[config.mk]
export PLATFORM = sky130hd
export DESIGN_NAME = btn_step_ctrl
export DESIGN_NICKNAME = d
export VERILOG_FILES = /design/src/rtl/btn_step_ctrl_pkg.sv /design/src/rtl/btn_step_ctrl_edge_rise.sv /design/src/rtl/btn_step_ctrl.sv
export SDC_FILE = /design/constraint.sdc
export NUM_CORES = 1
export LEC_CHECK = 0
export ABC_AREA = 0
export BUFFER_PORTS_ARGS = -buffer_cell sky130_fd_sc_hd__buf_4
export CORE_MARGIN = 3
export CORE_UTILIZATION = 56
export CTS_CLUSTER_SIZE = 16
export DETAILED_ROUTE_END_ITERATION = 8
export HOLD_SLACK_MARGIN = 0.15
export PLACE_DENSITY = 0.81
export SLEW_MARGIN = 25
export SYNTH_ARGS = -nofsm -noshare
export SYNTH_HDL_FRONTEND = slang
export SYNTH_SLANG_ARGS = --single-unit
export TNS_END_PERCENT = 5
[constraint.sdc]
create_clock -name clk -period 4.4 [get_ports clk]
set_input_delay 0.66 -clock clk [delete_from_list [all_inputs] [get_ports clk]]
set_output_delay 0.66 -clock clk [all_outputs]
set_load 0.03 [all_outputs]
[src/rtl/btn_step_ctrl_pkg.sv]
// Shared types and constants for the button/step controller.
package btn_step_ctrl_pkg;

  localparam int AW_DEF = 8;

  typedef enum logic [1:0] {
    ST_IDLE = 2'b00,
    ST_WAIT = 2'b01,
    ST_RPT  = 2'b10
  } state_e;

  typedef enum logic {
    DIR_UP = 1'b0,
    DIR_DN = 1'b1
  } dir_e;

endpackage

[src/rtl/btn_step_ctrl_edge_rise.sv]
// One-flop rising-edge detector; combinational pulse, registered history.
module edge_rise (
  input  logic clk,
  input  logic rst,
  input  logic level,
  output logic pulse
);

  // Stores "was low last cycle" so a clear history never fakes an edge
  // for a button already held when reset releases.
  logic r_was_low;

  always_ff @(posedge clk or negedge rst) begin
    if (!rst) r_was_low <= 1'b0;
    else      r_was_low <= ~level;
  end

  assign pulse = level & r_was_low;

endmodule

[src/rtl/btn_step_ctrl.sv]
// Button front end: CPU clock-enable (run/step) and debug address pointer with inc/dec.
// Define BTN_AUTO_REPEAT_EN to add hold-to-auto-repeat (WAIT/RPT states, counter).
module btn_step_ctrl
  import btn_step_ctrl_pkg::*;
#(
  parameter int AW   = AW_DEF,
  parameter int HOLD = 50000000,
  parameter int RPT  = 10000000
) (
  input  logic          clk,
  input  logic          rst,
  input  logic          run,
  input  logic          step,
  input  logic          inc,
  input  logic          dec,
  output logic          cpu_en,
  output logic [AW-1:0] addr,
  output logic          addr_chg
);

  if (HOLD < 2 || RPT < 2) begin : g_param_chk
    $error("btn_step_ctrl: HOLD and RPT must both be >= 2");
  end

  logic          w_step_rise;
  logic          w_inc_rise;
  logic          w_dec_rise;
  logic          r_cpu_en;
  logic [AW-1:0] r_addr;
  logic          r_stepped;
  logic          r_addr_chg;

  edge_rise u_step_edge (.clk(clk), .rst(rst), .level(step), .pulse(w_step_rise));
  edge_rise u_inc_edge  (.clk(clk), .rst(rst), .level(inc),  .pulse(w_inc_rise));
  edge_rise u_dec_edge  (.clk(clk), .rst(rst), .level(dec),  .pulse(w_dec_rise));

  always_ff @(posedge clk or negedge rst) begin
    if (!rst) r_cpu_en <= 1'b0;
    else      r_cpu_en <= run | w_step_rise;
  end

`ifdef BTN_AUTO_REPEAT_EN
  localparam int CNT_MAX = (HOLD > RPT) ? HOLD : RPT;
  localparam int CW      = $clog2(CNT_MAX);
  localparam logic [CW-1:0] HOLD_LAST = CW'(HOLD - 1);
  localparam logic [CW-1:0] RPT_LAST  = CW'(RPT - 1);

  state_e        r_state;
  dir_e          r_dir;
  logic [CW-1:0] r_cnt;
  logic          w_held;
  logic          w_opp;

  assign w_held = (r_dir == DIR_UP) ? inc : dec;
  assign w_opp  = (r_dir == DIR_UP) ? dec : inc;

  always_ff @(posedge clk or negedge rst) begin
    if (!rst) begin
      r_state   <= ST_IDLE;
      r_dir     <= DIR_UP;
      r_cnt     <= '0;
      r_addr    <= '0;
      r_stepped <= 1'b0;
    end else begin
      r_stepped <= 1'b0;
      case (r_state)
        ST_IDLE: begin
          if (w_inc_rise && !dec) begin
            r_addr    <= r_addr + 1'b1;
            r_dir     <= DIR_UP;
            r_cnt     <= '0;
            r_state   <= ST_WAIT;
            r_stepped <= 1'b1;
          end else if (w_dec_rise && !inc) begin
            r_addr    <= r_addr - 1'b1;
            r_dir     <= DIR_DN;
            r_cnt     <= '0;
            r_state   <= ST_WAIT;
            r_stepped <= 1'b1;
          end
        end
        ST_WAIT, ST_RPT: begin
          // Release or a conflicting press aborts; only a fresh edge restarts.
          if (!w_held || w_opp) begin
            r_cnt   <= '0;
            r_state <= ST_IDLE;
          end else if (r_cnt == ((r_state == ST_WAIT) ? HOLD_LAST : RPT_LAST)) begin
            r_addr    <= (r_dir == DIR_UP) ? r_addr + 1'b1 : r_addr - 1'b1;
            r_cnt     <= '0;
            r_state   <= ST_RPT;
            r_stepped <= 1'b1;
          end else begin
            r_cnt <= r_cnt + 1'b1;
          end
        end
        default: begin
          r_cnt   <= '0;
          r_state <= ST_IDLE;
        end
      endcase
    end
  end
`else
  always_ff @(posedge clk or negedge rst) begin
    if (!rst) begin
      r_addr    <= '0;
      r_stepped <= 1'b0;
    end else begin
      r_stepped <= 1'b0;
      if (w_inc_rise && !dec) begin
        r_addr    <= r_addr + 1'b1;
        r_stepped <= 1'b1;
      end else if (w_dec_rise && !inc) begin
        r_addr    <= r_addr - 1'b1;
        r_stepped <= 1'b1;
      end
    end
  end
`endif

  // r_stepped marks the cycle addr shows its new value; the flag follows it.
  always_ff @(posedge clk or negedge rst) begin
    if (!rst) r_addr_chg <= 1'b0;
    else      r_addr_chg <= r_stepped;
  end

  assign cpu_en   = r_cpu_en;
  assign addr     = r_addr;
  assign addr_chg = r_addr_chg;

endmodule

==> results of run 1 <==
## power by group through the flow
stage	clock, mW	sequential [mW]	combinational (mW)
after floorplan	0	0.278	0.198
after global placement	0	0.209	0.368
after detailed placement	0	0.211	0.375
after CTS	0.0943	0.209	0.379
after global routing	0.101	0.215	0.417
final	0.0936	0.209	0.381
## cell usage in the layout (no fill, tap or decap), types with 2 or more instances in the layout
| cell | netlist | layout |
|---|---|---|
| nand3_1 | 4 | 4 |
| inv_1 | 5 | 5 |
| a211oi_1 | 2 | 2 |
| nand3b_4 | 2 | 2 |
| and2_1 | 2 | 2 |
| nand2b_1 | 2 | 2 |
| a21o_1 | 4 | 4 |
| o21ai_0 | 2 | 2 |
| nor2_1 | 5 | 5 |
| xor2_1 | 2 | 2 |
| dfrtp_1 | 14 | 14 |
| ha_1 | 6 | 6 |
| nand4_1 | 2 | 2 |
| clkbuf_4 | 0 | 3 |
| a21oi_1 | 3 | 3 |
| buf_4 | 1 | 15 |
## state kept, by name (all words and copies together) (netlist names)
register	count
addr	8
addr_chg	1
cpu_en	1
r_stepped	1
u_dec_edge.r_was_low	1
u_inc_edge.r_was_low	1
u_step_edge.r_was_low	1
## worst max-delay path: cells and delay by family
kind / cells / cell delay (ns)
and+or+nand+nor: 3 / 0.88
adders and majority gates: 1 / 0.40
AOI/OAI and AO/OA: 2 / 0.27
buffers and inverters: 1 / 0.13
## cell usage after synthesis
| cell | n | area, um^2 |
|---|---|---|
| nand2_1 | 1 | 3.750 |
| a221o_2 | 1 | 11.26 |
| nand3_1 | 4 | 20.02 |
| ha_1 | 6 | 75.07 |
| buf_4 | 1 | 7.510 |
| o2111ai_1 | 1 | 8.760 |
| a21oi_1 | 3 | 15.01 |
| fa_1 | 1 | 20.02 |
| o21bai_1 | 1 | 7.510 |
| or4b_1 | 1 | 10.01 |
| o21ai_0 | 2 | 10.01 |
| a21o_1 | 4 | 30.03 |
| inv_1 | 5 | 18.77 |
| nor2_1 | 5 | 18.77 |
| o211ai_1 | 1 | 7.510 |
| nand2b_1 | 2 | 12.51 |
| a22oi_1 | 1 | 7.510 |
| a31oi_1 | 1 | 6.260 |
| a211oi_1 | 2 | 15.01 |
| or2_2 | 1 | 6.260 |
| and2_1 | 2 | 12.51 |
| nand2_2 | 1 | 6.260 |
| a221oi_1 | 1 | 8.760 |
| nand3b_4 | 2 | 40.04 |
| dfrtp_1 | 14 | 350.3 |
| or3_1 | 1 | 6.260 |
| nand4_1 | 2 | 12.51 |
| xnor2_1 | 1 | 8.760 |
| mux2i_1 | 1 | 10.01 |
| o21a_1 | 1 | 7.510 |
| xor2_1 | 2 | 17.52 |
| mux2_2 | 1 | 11.26 |
## metrics by stage
stage	power [mW]	utilization (%)
6_report	0.6831	73.12
3_3_place_gp	0.5776	70.37
3_5_place_dp	0.5859	70.37
4_1_cts	0.6822	73.12
2_1_floorplan	0.4756	-
5_1_grt	0.7330	73.12
## per-layer routing
metal / up-vias / wire (um)
li1: 311 / -
met1: 299 / 673
met2: 23 / 718
met3: 5 / 89
met4: 0 / 37
met5: - / 0
## cell type report
class                   count  area (um^2)
flip-flops and latches     14        350.3
clock buffers               4        36.28
fillers                    93        354.1
repair buffers             15        112.6
inverters                   5        18.77
well taps                  15        18.77
multi-input cells          53        426.7
## cells by family (layout without fill, tap and decap cells)
| kind of cell | after synthesis | count (layout) | share of synthesized area, % |
|---|---|---|---|
| simple gates | 22 | 22 | 18.54 |
| buf+inv | 6 | 24 | 3.272 |
| mux | 2 | 2 | 2.648 |
| fa+ha+maj | 7 | 7 | 11.84 |
| compound gates | 19 | 19 | 16.82 |
| xor+xnor | 3 | 3 | 3.272 |
| flops | 14 | 14 | 43.61 |
## how the worst max path moves through the flow
| stage | to | startpoint | slack (ns) | cells past startpoint |
|---|---|---|---|---|
| after global placement | addr[5] | dec | 2.05 | 7 |
| after detailed placement | addr[5] | dec | 2.03 | 7 |
| final | addr[6] | dec | 2.28 | 7 |
| after global routing | addr[5] | dec | 2.17 | 7 |
| after floorplan | addr[6] | dec | 2.31 | 6 |
| after CTS | addr[6] | dec | 2.29 | 7 |
==> impl_metrics.json, run 1 <==
{
  "status": "finished clean",
  "n_antenna_cell": 0,
  "clk_pin_slew_ns": 0.09,
  "netlist_instances": 73,
  "die_h_um": 43.88,
  "netlist_area_um2": 803.3,
  "ioPinCount": 16,
  "grt_pass1_wl_mm": 2.601,
  "dp.cells": 102,
  "leakagePower_nw": 0.4770,
  "drtIter0Drc": 37,
  "vdd_drop_max_uv": 494.8,
  "dieArea_um2": 1925,
  "period_share_pct": 48.12,
  "syn_avg_cell_area_um2": 11.00,
  "max-slew-margin-rel_pct": 73.23,
  "setup_violations": 0,
  "reg2regPathDepth": 6,
  "hold_viol_final": 0,
  "drive_gt1_share_pct": 27.47,
  "ys_ff_latch": 14,
  "hold_buffers": 0,
  "grt_max_degree": 15,
  "io_buffers": 15,
  "cts_root_buf": "clkbuf_4",
  "drc": 0,
  "crit_type": "in2reg",
  "max_cap_violations": 0,
  "drt_wl_total_mm": 1.518,
  "wl_per_cell_um": 14.32,
  "regToRegEndpoint": "addr[6]",
  "p_clk_share_pct": 13.7,
  "setup.worst_path.end_class": "flip-flop",
  "cp.arrival_ns": 2.35,
  "hold_ws_ns": 0.2038,
  "dpl-instance-area_um2": 927.1,
  "rsz0062_at_grt": "no",
  "numClockSinks": 14,
  "synthesis.nets": 86,
  "cellPowerDensity_nw_per_um2": 709.1,
  "start_util_pct": 60.97,
  "timing.final.max_slew_violations": 0,
  "grtUsageMet1_pct": 22.83,
  "tightest_slew_ns": 0.3991,
  "dr.pass1.iters": 4,
  "overflow": 0,
  "cts_tree": "built",
  "fmax_ghz": 0.4724,
  "antenna_found_initial": 0,
  "cts_max_level": 1,
  "vias": 638,
  "power.internal_uw": 380.0,
  "crit_fanout": 12,
  "grtUsageTotal_pct": 18.42,
  "path_cells": "buf_4, nand3b_4, ha_1, a21o_1, a31oi_1, or4b_1, nand3_1",
  "cts_setup_buffers": 0,
  "dp_hpwl_mm": 1.054,
  "start_kind": "input pin",
  "insertion_delay_ns": 0.29,
  "globalplace.congestion": 0.8186,
  "hold_class": "in2async",
  "cts.path.max_buffers": 2,
  "seqPwrFrac_pct": 30.6,
  "yosysWarnings": 0,
  "fin_skew_ns": 0.003833,
  "nNetsFinal": 105,
  "coreArea_um2": 1318,
  "pre_cts_ws_ns": 2.030,
  "cp_slowest_cell": "or4b_1",
  "ctsResizeCount": 0,
  "switching_power_uw": 303.1,
  "layout.cells.non_filler": 106,
  "drt-vias-per-instance": 6.019,
  "rows": 13,
  "synth-seq-area-share_pct": 43.61,
  "switching_share_pct": 44.38,
  "rrSetupSlack_ns": 2.48,
  "setup_ws_ns": 2.283,
  "globalRouteMet2Util_pct": 30.23,
  "syn_to_final_growth_pct": 19.94,
  "busiest_layer": "met2",
  "required_ns": 4.63,
  "critical_path.max_stage_delay_ns": 0.54,
  "grt_pass1_vias": 600,
  "ant_nets": 0,
  "die_w_um": 43.88,
  "fin_crit_ns": 2.117,
  "globalRouteMet3Util_pct": 2.490,
  "fin_area_um2": 963.4,
  "tns_ns": 0,
  "synth_cell_types": 32,
  "power_frac_comb_pct": 55.7,
  "worst_r2r_startpoint": "u_inc_edge.r_was_low",
  "cts_buffers": 3
}
Power figures use the tool's default switching activity.
==> run 2, diff against run 1 <==
- CORE_ASPECT_RATIO: default -> 0.9
- CORE_UTILIZATION: 56 -> 52
- PLACE_DENSITY: 0.81 -> 0.76
- clock period: 4.4 -> 2 ns (I/O delays scaled with it)
==> run 2 against run 1 <==
Critical path type is now reg2reg. Die area increased by 6.6%. Total power up 130%. Global-route usage shrank 0.98 points. Via count decreased by 2.7%. Utilization increased by 4.1 points.
==> impl_metrics.json, run 2 (synthesis results as in run 1) <==
{
  "status": "finished clean",
  "insertion_delay_ns": 0.29,
  "max-slew-margin-rel_pct": 75.80,
  "n_antenna_cell": 0,
  "max_cap_violations": 0,
  "wl_per_cell_um": 12.86,
  "nNetsFinal": 112,
  "antenna_found_initial": 0,
  "rsz0062_at_grt": "no",
  "grt_pass1_vias": 562,
  "fin_crit_ns": 1.870,
  "rows": 12,
  "setup.worst_path.end_class": "flip-flop",
  "coreArea_um2": 1336,
  "crit_fanout": 12,
  "critical_path.max_stage_delay_ns": 0.37,
  "globalplace.congestion": 0.7851,
  "switching_share_pct": 42.65,
  "dp_hpwl_mm": 1.077,
  "syn_to_final_growth_pct": 28.50,
  "power.internal_uw": 894.0,
  "drt-vias-per-instance": 5.545,
  "wl_met1_um": 694,
  "required_ns": 2.23,
  "grt_max_degree": 15,
  "dr.pass1.iters": 4,
  "period_share_pct": 93.48,
  "vias": 621,
  "route.met2.wl_um": 632,
  "holdPathStages": 2,
  "cellPowerDensity_nw_per_um2": 1510,
  "ant_nets": 0,
  "die_w_um": 47.43,
  "dieArea_um2": 2053,
  "hold_viol_final": 0,
  "hold_class": "in2reg",
  "dpl-instance-area_um2": 963.4,
  "dr_wl_met3_um": 94,
  "fin_skew_ns": 0.001388,
  "drt_wl_total_mm": 1.440,
  "layout_common_cells": "buf_4, dfrtp_1, inv_1, nor2_1, ha_1",
  "tightest_slew_ns": 0.3608,
  "overflow": 0,
  "routed.top_layer": "met4",
  "fmax_ghz": 0.5349,
  "path_cells": "nand3b_4, ha_1, a211oi_1, o21bai_1, a221o_2, nand4_1",
  "start_kind": "flip-flop",
  "cp.arrival_ns": 2.10,
  "leakagePower_nw": 0.5104,
  "cp_slowest_cell": "dfrtp_1",
  "power_frac_comb_pct": 57.2,
  "largest_reg_flops": 8,
  "crit_type": "reg2reg",
  "seqPwrFrac_pct": 29.4,
  "grt_pass1_wl_mm": 2.497,
  "io_buffers": 15,
  "clk_pin_slew_ns": 0.08,
  "cts_tree": "built",
  "tns_ns": 0,
  "p_clk_share_pct": 13.4,
  "cts_root_buf": "clkbuf_4",
  "vdd_drop_max_uv": 964.1,
  "fin_util_pct": 77.25,
  "drive_gt1_share_pct": 31.63,
  "final_common_cell": "buf_4",
  "cts_buffers": 3,
  "numClockSinks": 14,
  "drc": 0,
  "drtIter0Drc": 21,
  "reg2regPathDepth": 6,
  "grtUsageTotal_pct": 17.45,
  "ioPinCount": 16,
  "start_util_pct": 60.11,
  "cts_max_level": 1,
  "setup_violations": 0,
  "fillers": 94,
  "timing.final.max_slew_violations": 0,
  "die_h_um": 43.29,
  "cts_setup_buffers": 0,
  "fin_area_um2": 1032,
  "switching_power_uw": 664.7,
  "cts.path.max_buffers": 2
}
## run 2: critical path: cells and delay by family (launching register included)
| family | cells | cell delay [ns] |
|---|---|---|
| flip-flops | 1 | 0.37 |
| AND/OR/NAND/NOR | 2 | 0.26 |
| adder cells (fa/ha/maj) | 1 | 0.34 |
| AO/OA/AOI/OAI | 3 | 0.83 |
## run 2: path summary, 6_finish.rpt
| path | startpoint | endpoint | slack (ns) |
|---|---|---|---|
| worst max register to register | u_inc_edge.r_was_low | addr[5] | 0.13 |
| min in group asynchronous | rst | addr[4] | 0.38 |
| worst min register to register | r_stepped | addr_chg | 0.37 |
| worst min-delay path | run | cpu_en | 0.18 |
| max in group asynchronous | rst | cpu_en | 1.45 |
| worst max-delay path | u_inc_edge.r_was_low | addr[5] | 0.13 |
## run 2: cell type report
type                       count  area, um^2  area share [%]
inverter                       5       18.77           1.818
timing repair buffer          22       170.2           16.48
tap                           14       17.52           1.697
multi-input combinational     53       439.2           42.55
sequential                    14       350.3           33.94
clock buffer                   4       36.28           3.515
## run 2: per-stage QoR
stage	setup WS, ns	cells	total power [mW]	hold slack [ns]
after floorplan	0.2606	73	1.046	0.004409
after global placement	0.05790	106	1.325	0.1590
after detailed placement	0.02063	106	1.333	0.1607
after CTS	0.1380	112	1.551	0.1757
after global routing	0.01842	112	1.696	0.1826
final	0.1304	112	1.559	0.1832
## run 2: repair_timing
item                                   CTS  global route
hold buffers                             2             0
setup endpoints to repair                0             1
resized for setup                        0             1
endpoints found under the hold margin   15             0
## run 2: power groups by stage
stage / logic (mW) / clock network, mW / registers [mW]
2_1_floorplan: 0.435 / 0 / 0.612
3_3_place_gp: 0.866 / 0 / 0.459
3_5_place_dp: 0.874 / 0 / 0.459
4_1_cts: 0.881 / 0.215 / 0.454
5_1_grt: 0.995 / 0.225 / 0.476
6_report: 0.892 / 0.209 / 0.458
## run 2: metal layers
metal / GRT usage [%] / up-vias
met5: 0 / -
met2: 24.06 / 17
met1: 24.14 / 282
met3: 6.780 / 2
li1: - / 320
met4: 6.630 / 0
==> run 3, diff against run 2 <==
- CORE_UTILIZATION: 52 -> 47
- clock period: 2 -> 1.55 ns (I/O delays scaled with it)
==> run 3 against run 2 <==
Clock power rose by 28%. Sequential share of layout area is 6.8 points lower. First-iteration DRC count fell by 52%. Global-route usage rose by 4.8 points. The flow now finishes with violations (negative setup slack). Sequential power rose by 31%.
==> impl_metrics.json, run 3 (synthesis results as in run 1) <==
{
  "start_util_pct": 52.54,
  "layout_common_cells": "buf_4, dfrtp_1, inv_1, nor2_1, ha_4",
  "start_kind": "flip-flop",
  "coreArea_um2": 1529,
  "antenna_found_initial": 0,
  "fin_crit_ns": 1.883,
  "grt_pass1_vias": 823,
  "crit_fanout": 6,
  "cts_root_buf": "clkbuf_4",
  "hold_class": "in2reg",
  "status": "finished with violations",
  "die_h_um": 45.22,
  "cts.path.max_buffers": 2,
  "drt_wl_total_mm": 2.235,
  "crit_type": "reg2reg",
  "grt_max_degree": 15,
  "grtUsageTotal_pct": 22.24,
  "setup_violations": 5,
  "violations": "negative setup slack",
  "grt_pass1_wl_mm": 3.691,
  "drive_gt1_share_pct": 52.50,
  "dp_hpwl_mm": 1.339,
  "final_common_cell": "buf_4",
  "n_antenna_cell": 0,
  "cts_tree": "built",
  "worst-path-buf-inv": 0,
  "rsz0062_at_grt": "yes",
  "nNetsFinal": 134,
  "drtIter0Drc": 10,
  "wl_per_cell_um": 15.74,
  "max-slew-margin-rel_pct": 80.78,
  "ioPinCount": 16,
  "overflow": 0,
  "path_cells": "nand3b_4, ha_4, a21o_1, a31oi_2, or4b_4, nand3_2",
  "timing.final.max_slew_violations": 0,
  "drc": 0,
  "dr.pass1.iters": 4,
  "clk_pin_slew_ns": 0.09,
  "fmax_ghz": 0.5310,
  "numClockSinks": 14,
  "globalplace.congestion": 0.8547,
  "vias": 792,
  "tightest_slew_ns": 0.2864,
  "period_share_pct": 121.5,
  "critical_path.max_stage_delay_ns": 0.56,
  "fillers": 99,
  "leakagePower_nw": 0.6297,
  "setup_ws_ns": -0.3331,
  "die_w_um": 49.58,
  "largest_reg_flops": 8,
  "fin_skew_ns": 0.0005589,
  "cts_max_level": 1,
  "cp.arrival_ns": 2.11,
  "io_buffers": 15,
  "insertion_delay_ns": 0.28,
  "hold_viol_final": 0,
  "tns_ns": -1.027,
  "max_cap_violations": 0,
  "cp_slowest_cell": "or4b_4",
  "cellPowerDensity_nw_per_um2": 2030,
  "required_ns": 1.78,
  "drt-vias-per-instance": 5.577,
  "ant_nets": 0,
  "rows": 13,
  "vdd_drop_max_uv": 1431,
  "pre_cts_ws_ns": -0.3604,
  "cts_buffers": 3,
  "path_delay_family": "simple AND/OR/NAND/NOR gates",
  "dieArea_um2": 2242,
  "setup.worst_path.end_class": "flip-flop",
  "syn_to_final_growth_pct": 61.84
}
run 3: changes by cell type in the layout (fill, tap and decap cells not counted), sizes merged:
cell         previous run  this run
buf                    20        40
dlygate4sd3             2         3
nand3b                  2         3
run 3: repair_timing:
item | in CTS | in global routing
pin swaps | 7 | 6
setup endpoints to repair | 5 | 6
hold endpoints to repair | 16 | 0
hold buffers | 3 | 0
gates resized for setup | 4 | 6
cloned | 1 | 0
setup buffers | 3 | 0
run 3: cell type report:
class | count | area (um^2) | area share, %
multi-input combinational | 54 | 534.3 | 41.10
inverter | 5 | 18.77 | 1.444
timing repair buffer | 43 | 330.3 | 25.41
sequential | 14 | 352.8 | 27.14
tap | 22 | 27.53 | 2.117
clock buffer | 4 | 36.28 | 2.791
run 3: worst min-delay path, delay by kind of cell:
family,cells,cell delay (ns)
buf+inv,3,0.24
run 3: through the flow:
| stage | power [mW] | util (%) | area [um^2] | instances | hold WS [ns] |
|---|---|---|---|---|---|
| 2_1_floorplan | 1.423 | - | 835.8 | 73 | -0.06309 |
| 3_3_place_gp | 2.036 | 74.14 | 1134 | 131 | 0.09125 |
| 3_5_place_dp | 2.068 | 74.14 | 1134 | 131 | 0.09327 |
| 4_1_cts | 2.493 | 83.55 | 1277 | 142 | 0.2188 |
| 5_1_grt | 2.799 | 85.02 | 1300 | 142 | 0.2090 |
| 6_report | 2.639 | 85.02 | 1300 | 142 | 0.2169 |
run 3: path summary, 6_finish.rpt:
kind,startpoint,to,slack (ns),cells past startpoint
setup reg to reg,u_inc_edge.r_was_low,addr[6],-0.33,6
hold reg to reg,r_stepped,addr_chg,0.36,0
max in group asynchronous,rst,addr[0],1.04,2
min in group asynchronous,rst,addr[6],0.32,2
setup / recovery,u_inc_edge.r_was_low,addr[6],-0.33,6
hold / removal,dec,u_dec_edge.r_was_low,0.22,3
run 3: where the power goes:
part           internal, mW  switching [mW]  total [mW]
sequential            0.482           0.116       0.598
combinational         0.918           0.855        1.77
clock                 0.143           0.125       0.268
total                  1.54            1.10        2.64
run 3: layer usage:
| layer | up-vias | part of all wire [%] | wire length [um] | GRT usage [%] |
|---|---|---|---|---|
| met1 | 386 | 41 | 923 | 24.58 |
| met3 | 9 | 5.7 | 127 | 3.960 |
| met4 | 0 | 2.5 | 55 | 12.15 |
| met5 | - | 0 | 0 | 0 |
| li1 | 362 | - | - | - |
| met2 | 35 | 51 | 1129 | 41.16 |
